## config.mk

```make
export PLATFORM = sky130hd
export DESIGN_NAME = wb_sched
export DESIGN_NICKNAME = d
export VERILOG_FILES = /design/src/rtl/wb_pkg.sv /design/src/rtl/wb_sched_cmd_chan.sv /design/src/rtl/wb_sched.sv
export SDC_FILE = /design/constraint.sdc
export NUM_CORES = 1
export LEC_CHECK = 0
export ABC_AREA = 1
export CAP_MARGIN = 10
export CORE_ASPECT_RATIO = 0.75
export CORE_MARGIN = 4
export CORE_UTILIZATION = 59
export DETAILED_ROUTE_END_ITERATION = 8
export MAX_ROUTING_LAYER = met4
export PLACE_DENSITY_LB_ADDON = 0.25
export SYNTH_ARGS = -nofsm -noshare
export SYNTH_HDL_FRONTEND = slang
export SYNTH_SLANG_ARGS = --single-unit
```

## constraint.sdc

```tcl
create_clock -name clk -period 22.9 [get_ports clk]
set_clock_uncertainty 0.1 [all_clocks]
set_input_delay 4.58 -clock clk [delete_from_list [all_inputs] [get_ports clk]]
set_output_delay 4.58 -clock clk [all_outputs]
set_load 0.02 [all_outputs]
```

## src/rtl/wb_pkg.sv

```systemverilog
// Shared types for the write-back scheduler: FSM states, latched layer
// configuration bundle and the per-tile burst length helper.
package wb_pkg;

   localparam int LEN_W_DEF = 13;

   typedef enum logic [2:0] {
      IDLE,
      WAIT_TILE,
      CMD,
      KICK,
      RUN,
      ACK
   } wb_state_t;

   typedef struct packed {
      logic [3:0] layer_type;
      logic       pooling;
      logic       relu;
      logic [3:0] ch_num;
      logic [3:0] pix_num;
      logic [3:0] row_num;
      logic [5:0] shift;
   } wb_conf_t;

   // Words per tile burst; each index is count-1, so the product is at
   // most 16*16*16 and always fits.
   function automatic logic [LEN_W_DEF-1:0] burst_len(input wb_conf_t c);
      logic [LEN_W_DEF-1:0] a;
      logic [LEN_W_DEF-1:0] b;
      logic [LEN_W_DEF-1:0] d;
      a = LEN_W_DEF'(c.ch_num) + LEN_W_DEF'(1);
      b = LEN_W_DEF'(c.pix_num) + LEN_W_DEF'(1);
      d = LEN_W_DEF'(c.row_num) + LEN_W_DEF'(1);
      burst_len = a * b * d;
   endfunction

endpackage

```

## src/rtl/wb_sched_cmd_chan.sv

```systemverilog
// One DDR write-command channel: load registers addr/len and raises valid,
// valid drops on the valid&ready handshake, sent stays high until next load.
// Ports: clk, rst (sync, active-low), load/load_addr/load_len, ready,
// valid/addr/len (registered command), sent.
module wb_cmd_chan #(
   parameter int AW = 32,
   parameter int LW = 13
) (
   input  logic          clk,
   input  logic          rst,
   input  logic          load,
   input  logic [AW-1:0] load_addr,
   input  logic [LW-1:0] load_len,
   input  logic          ready,
   output logic          valid,
   output logic [AW-1:0] addr,
   output logic [LW-1:0] len,
   output logic          sent
);

   logic          valid_q, valid_d;
   logic [AW-1:0] addr_q, addr_d;
   logic [LW-1:0] len_q, len_d;
   logic          sent_q, sent_d;

   always_comb begin
      valid_d = valid_q;
      addr_d  = addr_q;
      len_d   = len_q;
      sent_d  = sent_q;
      if (load) begin
         valid_d = 1'b1;
         addr_d  = load_addr;
         len_d   = load_len;
         sent_d  = 1'b0;
      end else if (valid_q && ready) begin
         valid_d = 1'b0;
         sent_d  = 1'b1;
      end
   end

   always_ff @(posedge clk) begin
      if (!rst) begin
         valid_q <= 1'b0;
         addr_q  <= '0;
         len_q   <= '0;
         sent_q  <= 1'b0;
      end else begin
         valid_q <= valid_d;
         addr_q  <= addr_d;
         len_q   <= len_d;
         sent_q  <= sent_d;
      end
   end

   assign valid = valid_q;
   assign addr  = addr_q;
   assign len   = len_q;
   assign sent  = sent_q;

endmodule

```

## src/rtl/wb_sched.sv

```systemverilog
// Write-back scheduler: per output tile, waits for a filled buffer, issues
// DDR write commands, runs ddr2pe_dg, then releases the buffer.
// Ports: start/done layer control, conf_* layer config, tile_valid/tile_ack
// PE buffer handshake, dg_* generator control, ddr1/ddr2 command channels.
module wb_sched
   import wb_pkg::*;
#(
   parameter int DDR_AW = 32,
   parameter int TILE_W = 8,
   parameter int LEN_W  = wb_pkg::LEN_W_DEF
) (
   input  logic              clk,
   input  logic              rst,
   input  logic              start,
   output logic              done,
   input  logic [3:0]        conf_layer_type,
   input  logic              conf_pooling,
   input  logic              conf_relu,
   input  logic [3:0]        conf_ch_num,
   input  logic [3:0]        conf_pix_num,
   input  logic [3:0]        conf_row_num,
   input  logic [5:0]        conf_shift,
   input  logic [TILE_W-1:0] conf_tile_num,
   input  logic [DDR_AW-1:0] conf_ddr1_base,
   input  logic [DDR_AW-1:0] conf_ddr2_base,
   input  logic [DDR_AW-1:0] conf_tile_stride,
   input  logic              tile_valid,
   output logic              tile_ack,
   output logic              dg_start,
   input  logic              dg_done,
   output logic [3:0]        dg_layer_type,
   output logic              dg_pooling,
   output logic              dg_relu,
   output logic [3:0]        dg_ch_num,
   output logic [3:0]        dg_pix_num,
   output logic [3:0]        dg_row_num,
   output logic [5:0]        dg_shift,
   output logic [DDR_AW-1:0] ddr1_cmd_addr,
   output logic [DDR_AW-1:0] ddr2_cmd_addr,
   output logic [LEN_W-1:0]  ddr1_cmd_len,
   output logic [LEN_W-1:0]  ddr2_cmd_len,
   output logic              ddr1_cmd_valid,
   output logic              ddr2_cmd_valid,
   input  logic              ddr1_cmd_ready,
   input  logic              ddr2_cmd_ready
);

   wb_state_t         state_q, state_d;
   wb_conf_t          conf_q, conf_d, conf_in;
   logic [TILE_W-1:0] tile_cnt_q, tile_cnt_d;
   logic [TILE_W-1:0] tile_num_q, tile_num_d;
   logic [DDR_AW-1:0] addr1_q, addr1_d;
   logic [DDR_AW-1:0] addr2_q, addr2_d;
   logic [DDR_AW-1:0] stride_q, stride_d;
   logic [LEN_W-1:0]  len_q, len_d;
   logic              done_q, done_d;
   logic              ack_q, ack_d;
   logic              kick_q, kick_d;
   logic              first_q, first_d;

   logic load1, load2;
   logic sent1, sent2;
   logic need2, ok1, ok2, last;

   assign conf_in = '{
      layer_type: conf_layer_type,
      pooling:    conf_pooling,
      relu:       conf_relu,
      ch_num:     conf_ch_num,
      pix_num:    conf_pix_num,
      row_num:    conf_row_num,
      shift:      conf_shift
   };

   assign need2 = ~conf_q.layer_type[1];
   // A channel counts as finished when it handshakes in this very cycle,
   // so dg_start follows the last handshake by exactly one cycle.
   assign ok1   = sent1 | (ddr1_cmd_valid & ddr1_cmd_ready);
   assign ok2   = ~need2 | sent2 | (ddr2_cmd_valid & ddr2_cmd_ready);
   assign last  = (tile_cnt_q == tile_num_q);

   always_comb begin
      state_d    = state_q;
      conf_d     = conf_q;
      tile_cnt_d = tile_cnt_q;
      tile_num_d = tile_num_q;
      addr1_d    = addr1_q;
      addr2_d    = addr2_q;
      stride_d   = stride_q;
      len_d      = len_q;
      done_d     = done_q;
      ack_d      = 1'b0;
      kick_d     = 1'b0;
      first_d    = 1'b0;
      load1      = 1'b0;
      load2      = 1'b0;
      unique case (state_q)
         IDLE: begin
            if (start) begin
               conf_d     = conf_in;
               tile_num_d = conf_tile_num;
               stride_d   = conf_tile_stride;
               addr1_d    = conf_ddr1_base;
               addr2_d    = conf_ddr2_base;
               len_d      = LEN_W'(burst_len(conf_in));
               tile_cnt_d = '0;
               done_d     = 1'b0;
               state_d    = WAIT_TILE;
            end
         end
         WAIT_TILE: begin
            if (tile_valid) begin
               load1   = 1'b1;
               load2   = need2;
               state_d = CMD;
            end
         end
         CMD: begin
            if (ok1 && ok2) begin
               kick_d  = 1'b1;
               state_d = KICK;
            end
         end
         KICK: begin
            first_d = 1'b1;
            state_d = RUN;
         end
         RUN: begin
            // dg_done may still be high from the previous tile during the
            // first RUN cycle, so it is only trusted afterwards.
            if (!first_q && dg_done) begin
               ack_d   = 1'b1;
               done_d  = last;
               state_d = ACK;
            end
         end
         ACK: begin
            addr1_d = addr1_q + stride_q;
            addr2_d = addr2_q + stride_q;
            if (last) begin
               state_d = IDLE;
            end else begin
               tile_cnt_d = tile_cnt_q + TILE_W'(1);
               state_d    = WAIT_TILE;
            end
         end
         default: state_d = IDLE;
      endcase
   end

   always_ff @(posedge clk) begin
      if (!rst) begin
         state_q    <= IDLE;
         conf_q     <= '0;
         tile_cnt_q <= '0;
         tile_num_q <= '0;
         addr1_q    <= '0;
         addr2_q    <= '0;
         stride_q   <= '0;
         len_q      <= '0;
         done_q     <= 1'b1;
         ack_q      <= 1'b0;
         kick_q     <= 1'b0;
         first_q    <= 1'b0;
      end else begin
         state_q    <= state_d;
         conf_q     <= conf_d;
         tile_cnt_q <= tile_cnt_d;
         tile_num_q <= tile_num_d;
         addr1_q    <= addr1_d;
         addr2_q    <= addr2_d;
         stride_q   <= stride_d;
         len_q      <= len_d;
         done_q     <= done_d;
         ack_q      <= ack_d;
         kick_q     <= kick_d;
         first_q    <= first_d;
      end
   end

   wb_cmd_chan #(.AW(DDR_AW), .LW(LEN_W)) u_ch1 (
      .clk       (clk),
      .rst       (rst),
      .load      (load1),
      .load_addr (addr1_q),
      .load_len  (len_q),
      .ready     (ddr1_cmd_ready),
      .valid     (ddr1_cmd_valid),
      .addr      (ddr1_cmd_addr),
      .len       (ddr1_cmd_len),
      .sent      (sent1)
   );

   wb_cmd_chan #(.AW(DDR_AW), .LW(LEN_W)) u_ch2 (
      .clk       (clk),
      .rst       (rst),
      .load      (load2),
      .load_addr (addr2_q),
      .load_len  (len_q),
      .ready     (ddr2_cmd_ready),
      .valid     (ddr2_cmd_valid),
      .addr      (ddr2_cmd_addr),
      .len       (ddr2_cmd_len),
      .sent      (sent2)
   );

   assign done          = done_q;
   assign tile_ack      = ack_q;
   assign dg_start      = kick_q;
   assign dg_layer_type = conf_q.layer_type;
   assign dg_pooling    = conf_q.pooling;
   assign dg_relu       = conf_q.relu;
   assign dg_ch_num     = conf_q.ch_num;
   assign dg_pix_num    = conf_q.pix_num;
   assign dg_row_num    = conf_q.row_num;
   assign dg_shift      = conf_q.shift;

endmodule

```

==> results_tabular.tex <==
\begin{tabular}{lr}
\hline
Metric & Value \\
\hline
\multicolumn{2}{l}{\textbf{Run status}} \\
\quad Run status & completed \\
\multicolumn{2}{l}{\textbf{Synth}} \\
\quad Ys Warns & 0 \\
\quad Share of synthesized flip-flops with an asynchronous set or reset & 0\% \\
\quad Post-synthesis register bit count & 250 \\
\quad Ys flop type & sky130\_fd\_sc\_hd\_\_dfxtp\_1 \\
\quad Area contributors post-synth & sky130\_fd\_sc\_hd\_\_dfxtp\_1 33\%, sky130\_fd\_sc\_hd\_\_nand2\_1 11\%, sky130\_fd\_sc\_hd\_\_ha\_1 8.3\% \\
\quad Count leader, synth & sky130\_fd\_sc\_hd\_\_nand2\_1 \\
\quad Sequential share of the synthesized area & between 30 and 40\% \\
\quad Yosys cell types & 45 \\
\quad Post-synth top area cell & sky130\_fd\_sc\_hd\_\_dfxtp\_1 \\
\quad Post-synthesis cell count & 2184 \\
\quad Ranking of synthesized cells by instance count & 458 x sky130\_fd\_sc\_hd\_\_nand2\_1, 275 x sky130\_fd\_sc\_hd\_\_inv\_1, 255 x sky130\_fd\_sc\_hd\_\_nor2\_1 \\
\quad Post-synth EDFFs & 0 \\
\quad Mapped Area & 15310 sq um \\
\quad Share of Yosys cell area claimed by the top area cell type & approximately 33\% \\
\quad Number of nets in the synthesized netlist & 2455 \\
\quad Mean instance size in the synthesized netlist & 7.012 sq um \\
\multicolumn{2}{l}{\textbf{Die}} \\
\quad Placeable core region & between 20000 and 30000 sq um \\
\quad Die Span X & 194.0 um \\
\quad Number of rows created at floorplan & 50 \\
\quad Initial standard-cell utilization of the core & 60.59\% \\
\quad IO Count & 254 \\
\quad Die ar. & 28630 sq um \\
\quad Die Height & 147.5 um \\
\multicolumn{2}{l}{\textbf{Timing}} \\
\quad Number of failing setup endpoints in the final timing report & 0 \\
\quad Number of pins exceeding their max-slew limit in the final report & 0 \\
\quad Worst-Margin Slew & 1.080 ns \\
\quad Post-route setup TNS & 0 ns \\
\quad Time the worst path needs with I/O delays and setup & 11.34 ns \\
\quad Fin. Hold Viols & 0 \\
\quad Worst slew margin & roughly 28\% \\
\quad Highest clock frequency the design can meet & 0.08820 GHz \\
\quad Period utilization & 49.51\% \\
\quad RSZ-0062 raised after global routing & false \\
\multicolumn{2}{l}{\textbf{Pwr}} \\
\quad Worst ir drop on vdd & 0.08082 mV \\
\quad Reported leakage power & 8.546 nW \\
\quad Power Dens Cells & 95.39 nW/um\^{}2 \\
\quad Sum of internal, switching and leakage power & 0.001797 W \\
\multicolumn{2}{l}{\textbf{Setup path}} \\
\quad Required @ worst endpoint & around 23 ns \\
\quad Gate family responsible for the most delay along the worst path & adder cells \\
\quad Register-to-Register Path Depth & 13 \\
\quad Arrival time reported for the critical path endpoint & 11.70 ns \\
\quad Critical Path Max Stage Delay & a little over 0.6 ns \\
\quad Critical path startpoint category & primary input \\
\quad Critical path depth & 28 \\
\quad Critical register-to-register path startpoint & state\_q[0] \\
\quad Buffers plus inverters on the worst setup path & 4 \\
\quad Crit path max fanout & 7 \\
\quad Crit path launch & conf\_pix\_num[0] \\
\quad Worst setup path class & in -> reg \\
\quad Most used cell along the critical path & sky130\_fd\_sc\_hd\_\_fa\_1 \\
\quad Crit end category & register \\
\quad Critical-path cell with the highest stage delay & sky130\_fd\_sc\_hd\_\_clkdlybuf4s50\_1 \\
\multicolumn{2}{l}{\textbf{Cells and area}} \\
\quad Final Net Count & 2675 \\
\quad Layout cells sized above 1 & roughly 3.6\% \\
\quad Synth-to-layout area growth & 23.04\% \\
\quad Share of the core filled with cells in the final layout & 74.55\% \\
\multicolumn{2}{l}{\textbf{Clock tree}} \\
\quad Quantity of hold-fixing buffers added after cts & 0 \\
\quad H-tree Lvls & 1 \\
\quad Clock insertion delay at the later pin of the skew report & $\sim$0.54 ns \\
\quad Cts bufs inserted & 26 \\
\quad Bufs on Longest Clock Path & 3 \\
\quad CTS tree & done \\
\quad Clock tree sinks & 250 \\
\quad Gates resized, CTS repair & 0 \\
\quad Clock slew seen by the registers of the worst setup and hold paths & 0.07 ns \\
\quad Root Driver & sky130\_fd\_sc\_hd\_\_clkbuf\_16 \\
\quad Post-CTS Setup Bufs & 0 \\
\multicolumn{2}{l}{\textbf{Global route}} \\
\quad Maximum number of pins on one net before global-route repair & 90 \\
\quad Antenna violations before repair & 2 \\
\quad Via count of the first global-routing pass & 15340 \\
\quad Grt total ovfl & 0 \\
\quad Total Routing Usage GR & 35.67\% \\
\quad Wire length of the first global-routing pass & between 80000 and 90000 um \\
\multicolumn{2}{l}{\textbf{Drt}} \\
\quad Routed vias & around 16000 \\
\quad First DRT Iteration DRCs & 1643 \\
\quad Detailed-route wire length on metal 1 & 22410 um \\
\quad Detailed-routed wire length on met2 & about 22000 um \\
\quad Detail Route met3 WL & about 5600 um \\
\quad Uppermost routed layer & met4 \\
\quad Detailed Route WL & approximately 50000 um \\
\quad Remaining routing DRC violations & 0 \\
\quad Post-DR vias/cell & 5.854 \\
\quad First drt pass iteration count & 6 \\
\quad Count of antenna-violating nets left after detailed routing & 0 \\
\quad Post-detailed-route wirelength per cell & 18.65 um \\
\multicolumn{2}{l}{\textbf{Flow run}} \\
\quad Max Cap Violations & 0 \\
\multicolumn{2}{l}{\textbf{Placed design}} \\
\quad Total of buffers placed on input and output ports & 253 \\
\quad HPWL Detailed & 38790 um \\
\quad Placer Congestion & 0.9752 \\
\multicolumn{2}{l}{\textbf{Worst hold path}} \\
\quad Worst hold path depth & 1 \\
\quad Startpoint of the most critical hold path & first\_q \\
\quad Tightest Hold Check Type & reg -> reg \\
\hline
\end{tabular}
==> registers in the layout, indices dropped and copies added (netlist names), 3 cells and up <==
| register | cells |
|---|---|
| addr1_q | 32 |
| addr2_q | 32 |
| dg_ch_num | 4 |
| dg_layer_type | 4 |
| dg_pix_num | 4 |
| dg_row_num | 4 |
| dg_shift | 6 |
| len_q | 13 |
| state_q | 3 |
| stride_q | 32 |
| tile_cnt_q | 8 |
| tile_num_q | 8 |
| u_ch1.addr | 32 |
| u_ch1.len | 13 |
| u_ch2.addr | 32 |
| u_ch2.len | 13 |
==> cells in the final DEF, fill, tap and decap left out, types with 4 or more instances in the layout <==
cell type | netlist | final
sky130_fd_sc_hd__nand3_1 | 109 | 109
sky130_fd_sc_hd__a22o_1 | 61 | 61
sky130_fd_sc_hd__nand4_1 | 19 | 19
sky130_fd_sc_hd__nand3b_1 | 13 | 13
sky130_fd_sc_hd__clkinv_2 | 0 | 4
sky130_fd_sc_hd__clkdlybuf4s50_1 | 0 | 252
sky130_fd_sc_hd__nor2_1 | 255 | 255
sky130_fd_sc_hd__a21o_1 | 6 | 6
sky130_fd_sc_hd__nand2_2 | 5 | 5
sky130_fd_sc_hd__nor3_1 | 27 | 27
sky130_fd_sc_hd__o21a_1 | 9 | 9
sky130_fd_sc_hd__clkbuf_16 | 0 | 27
sky130_fd_sc_hd__xnor2_1 | 11 | 11
sky130_fd_sc_hd__o21ai_0 | 167 | 167
sky130_fd_sc_hd__inv_2 | 8 | 8
sky130_fd_sc_hd__dfxtp_1 | 250 | 250
sky130_fd_sc_hd__inv_1 | 275 | 275
sky130_fd_sc_hd__clkbuf_1 | 26 | 6
sky130_fd_sc_hd__or2_2 | 15 | 15
sky130_fd_sc_hd__xor2_1 | 13 | 13
sky130_fd_sc_hd__nand2_1 | 458 | 458
sky130_fd_sc_hd__o21bai_1 | 8 | 8
sky130_fd_sc_hd__buf_4 | 11 | 9
sky130_fd_sc_hd__a31oi_1 | 32 | 32
sky130_fd_sc_hd__a21oi_1 | 193 | 193
sky130_fd_sc_hd__ha_1 | 102 | 102
sky130_fd_sc_hd__fa_1 | 34 | 34
sky130_fd_sc_hd__o21ai_1 | 18 | 18
==> final timing paths <==
check	endpoint	slack, ns
min	tile_ack	0.35
max reg2reg	tile_cnt_q[4]	19.62
max	len_q[10]	11.56
min reg2reg	tile_ack	0.35
==> routing by layer <==
| layer | vias up | track usage (%) |
|---|---|---|
| li1 | 7651 | - |
| met1 | 7520 | 50.95 |
| met2 | 898 | 53.76 |
| met3 | 93 | 5.901 |
| met4 | 0 | 7.730 |
| met5 | - | - |
==> worst reg2reg max path, stage by stage, from the launching register on <==
cell	delay [ns]
sky130_fd_sc_hd__dfxtp_1	0.40
sky130_fd_sc_hd__inv_2	0.06
sky130_fd_sc_hd__nor2_2	0.12
sky130_fd_sc_hd__nand2_1	0.07
sky130_fd_sc_hd__buf_4	0.23
sky130_fd_sc_hd__inv_1	0.77
sky130_fd_sc_hd__buf_4	0.49
sky130_fd_sc_hd__nand2_1	0.21
sky130_fd_sc_hd__nand2_2	0.15
sky130_fd_sc_hd__inv_1	0.07
sky130_fd_sc_hd__nor2_1	0.13
sky130_fd_sc_hd__nand2_1	0.11
sky130_fd_sc_hd__o21ai_1	0.19
sky130_fd_sc_hd__a21oi_1	0.07
==> cells by family (layout without fill, tap and decap cells) <==
logic type                 count (synthesis)  count (layout)  share of synthesized area (%)
and+or+nand+nor                          911             911                          24.68
AOI/OAI and AO/OA                        510             510                          19.16
adders and majority gates                136             136                          12.78
buffers and inverters                    353             590                          9.330
DFF                                      250             250                          32.68
xor gates and xnor gates                  24              24                          1.373
other                                      0               2                              0
==> area by class of cell <==
cell class | count | area (sq um)
multi-input cells | 1581 | 8886
fillers | 1984 | 6431
flip-flops and latches | 250 | 5005
repair buffers | 262 | 2595
inverters | 283 | 1062
clock buffers | 36 | 739.5
well taps | 338 | 422.9
clock inverters | 9 | 127.6
diodes | 2 | 5.005
==> power by group <==
group          internal [W]  switching (W)  total (W)
combinational      0.000284       0.000477   0.000761
clock              0.000258       0.000179   0.000438
sequential         0.000521      0.0000773   0.000598
==> through the flow <==
step | cells | cell area, sq um | hold WS, ns | setup slack, ns
floorplan | 2184 | 15310 | 0.2931 | 12.24
global route | 2761 | 18840 | 0.3645 | 11.09
CTS | 2759 | 18840 | 0.3504 | 11.63
global placement | 2714 | 17970 | 0.3187 | 11.26
detailed placement | 2714 | 17970 | 0.3080 | 11.15
finish | 2761 | 18840 | 0.3479 | 11.56
(Power assumes the default switching activity.)
==> RTL edit: new RTL, same settings <==
Re-encode `wb_state_t` (6 states) as one-hot, 6 bits wide.
--- a/src/rtl/wb_pkg.sv
+++ b/src/rtl/wb_pkg.sv
@@ -6,9 +6,9 @@
 
-   typedef enum logic [2:0] {
-      IDLE,
-      WAIT_TILE,
-      CMD,
-      KICK,
-      RUN,
-      ACK
+   typedef enum logic [5:0] {
+      IDLE      = 6'b000001,
+      WAIT_TILE = 6'b000010,
+      CMD       = 6'b000100,
+      KICK      = 6'b001000,
+      RUN       = 6'b010000,
+      ACK       = 6'b100000
    } wb_state_t;
Function: no difference found for any inputs over 4 cycles, from zero or initial values and one cycle with rst low; so few cycles prove little.
==> RTL edit against the original RTL <==
Utilization shrank 0.80 points; sequential cell count increased by 3; via count rose by 2.6%; global-route usage is 0.25 points lower; worst setup slack got worse by 0.17 ns; power down 23%; design area rose by 2.2%; area after synthesis is 2.9% higher; routed wire length rose by 2.0%; critical path type unchanged; critical endpoint unchanged; largest cell class unchanged; highest routed layer unchanged.
==> RTL edit: results (changes against the original RTL) <==
- Met3 wire length: 5140 µm (was 5634 µm)
- Seq power: 0.499 mW (was 0.598 mW)
- Capture point of the worst reg-to-reg path: tile_cnt_q[3] (was tile_cnt_q[4])
- Vias/cell: 5.816 (was 5.854)
- GRT Total Usage: 35.42% (was 35.67%)
- Synth cell count leaders: nand2_1 (393), nor2_1 (347), inv_1 (281) (was nand2_1 (458), inv_1 (275), nor2_1 (255))
- Crit path DAT: 11.86 ns (was 11.70 ns)
- Fin cells: 2850 (was 2761)
- Number of global-route vias before repair: 15720 (was 15340)
- Dpl cells: 2805 (was 2714)
- Syn Area/Cell: 6.904 µm² (was 7.012 µm²)
- First drt pass iteration count: 5 (was 6)
- Pwr Total: 1.386 mW (was 1.797 mW)
- Clock share of power: 32.4% (was 24.3%)
- Cts bufs inserted: 25 (was 26)
- Post-synth cell types: 48 (was 45)
- Largest net degree at the start of global routing: 98 (was 90)
- Mapped Nets: 2553 (was 2455)
- Met2 WL: 22900 µm (was 22280 µm)
- Detailed Place HPWL: 39330 µm (was 38790 µm)
- GPL Wtd Cong: 1.007 (was 0.9752)
- Internal reg-to-reg setup slack: 19.55 ns (was 19.62 ns)
- Pint: 0.8969 mW (was 1.064 mW)
- Initial antenna violation count: 0 (was 2)
- Drt wl/cell: 18.44 µm (was 18.65 µm)
- Initial drt markers: 1400 (was 1643)
- Antenna cells: 0 (was 2)
- Placed cell areas: 18370 µm² (was 17970 µm²)
- Hold WS: 0.3493 ns (was 0.3479 ns)
- Register area share after synthesis: 32.15% (was 32.68%)
- Setup ws final: 11.39 ns (was 11.56 ns)
- Status: completed (unchanged)
- Worst reg2reg path startpoint: state_q[2] (was state_q[0])
## RTL edit: cell families (layout without fill, tap and decap cells)
group	count (synthesis)	count (layout)	share of synthesized area [%]
AND/OR/NAND/NOR	943	943	25.10
AO/OA/AOI/OAI	543	543	18.85
buffers and inverters	371	595	9.490
flip-flops	253	253	32.15
adder cells (fa/ha/maj)	136	136	12.42
XOR/XNOR	36	36	2.001
## RTL edit: layout make-up
type	instances	area [µm²]
clock buffer	31	688.2
clock inverter	14	191.4
fill	2015	6849
inverter	290	1090
multi-input combinational	1658	9203
sequential	253	5065
tap	344	430.4
timing repair buffer	260	2582
## RTL edit: layer usage
metal / track usage [%] / vias to the layer above
met3: 5.739 / 113
met4: 8.870 / 0
li1: - / 7925
met1: 49.34 / 7731
met2: 54.36 / 806
met5: - / -
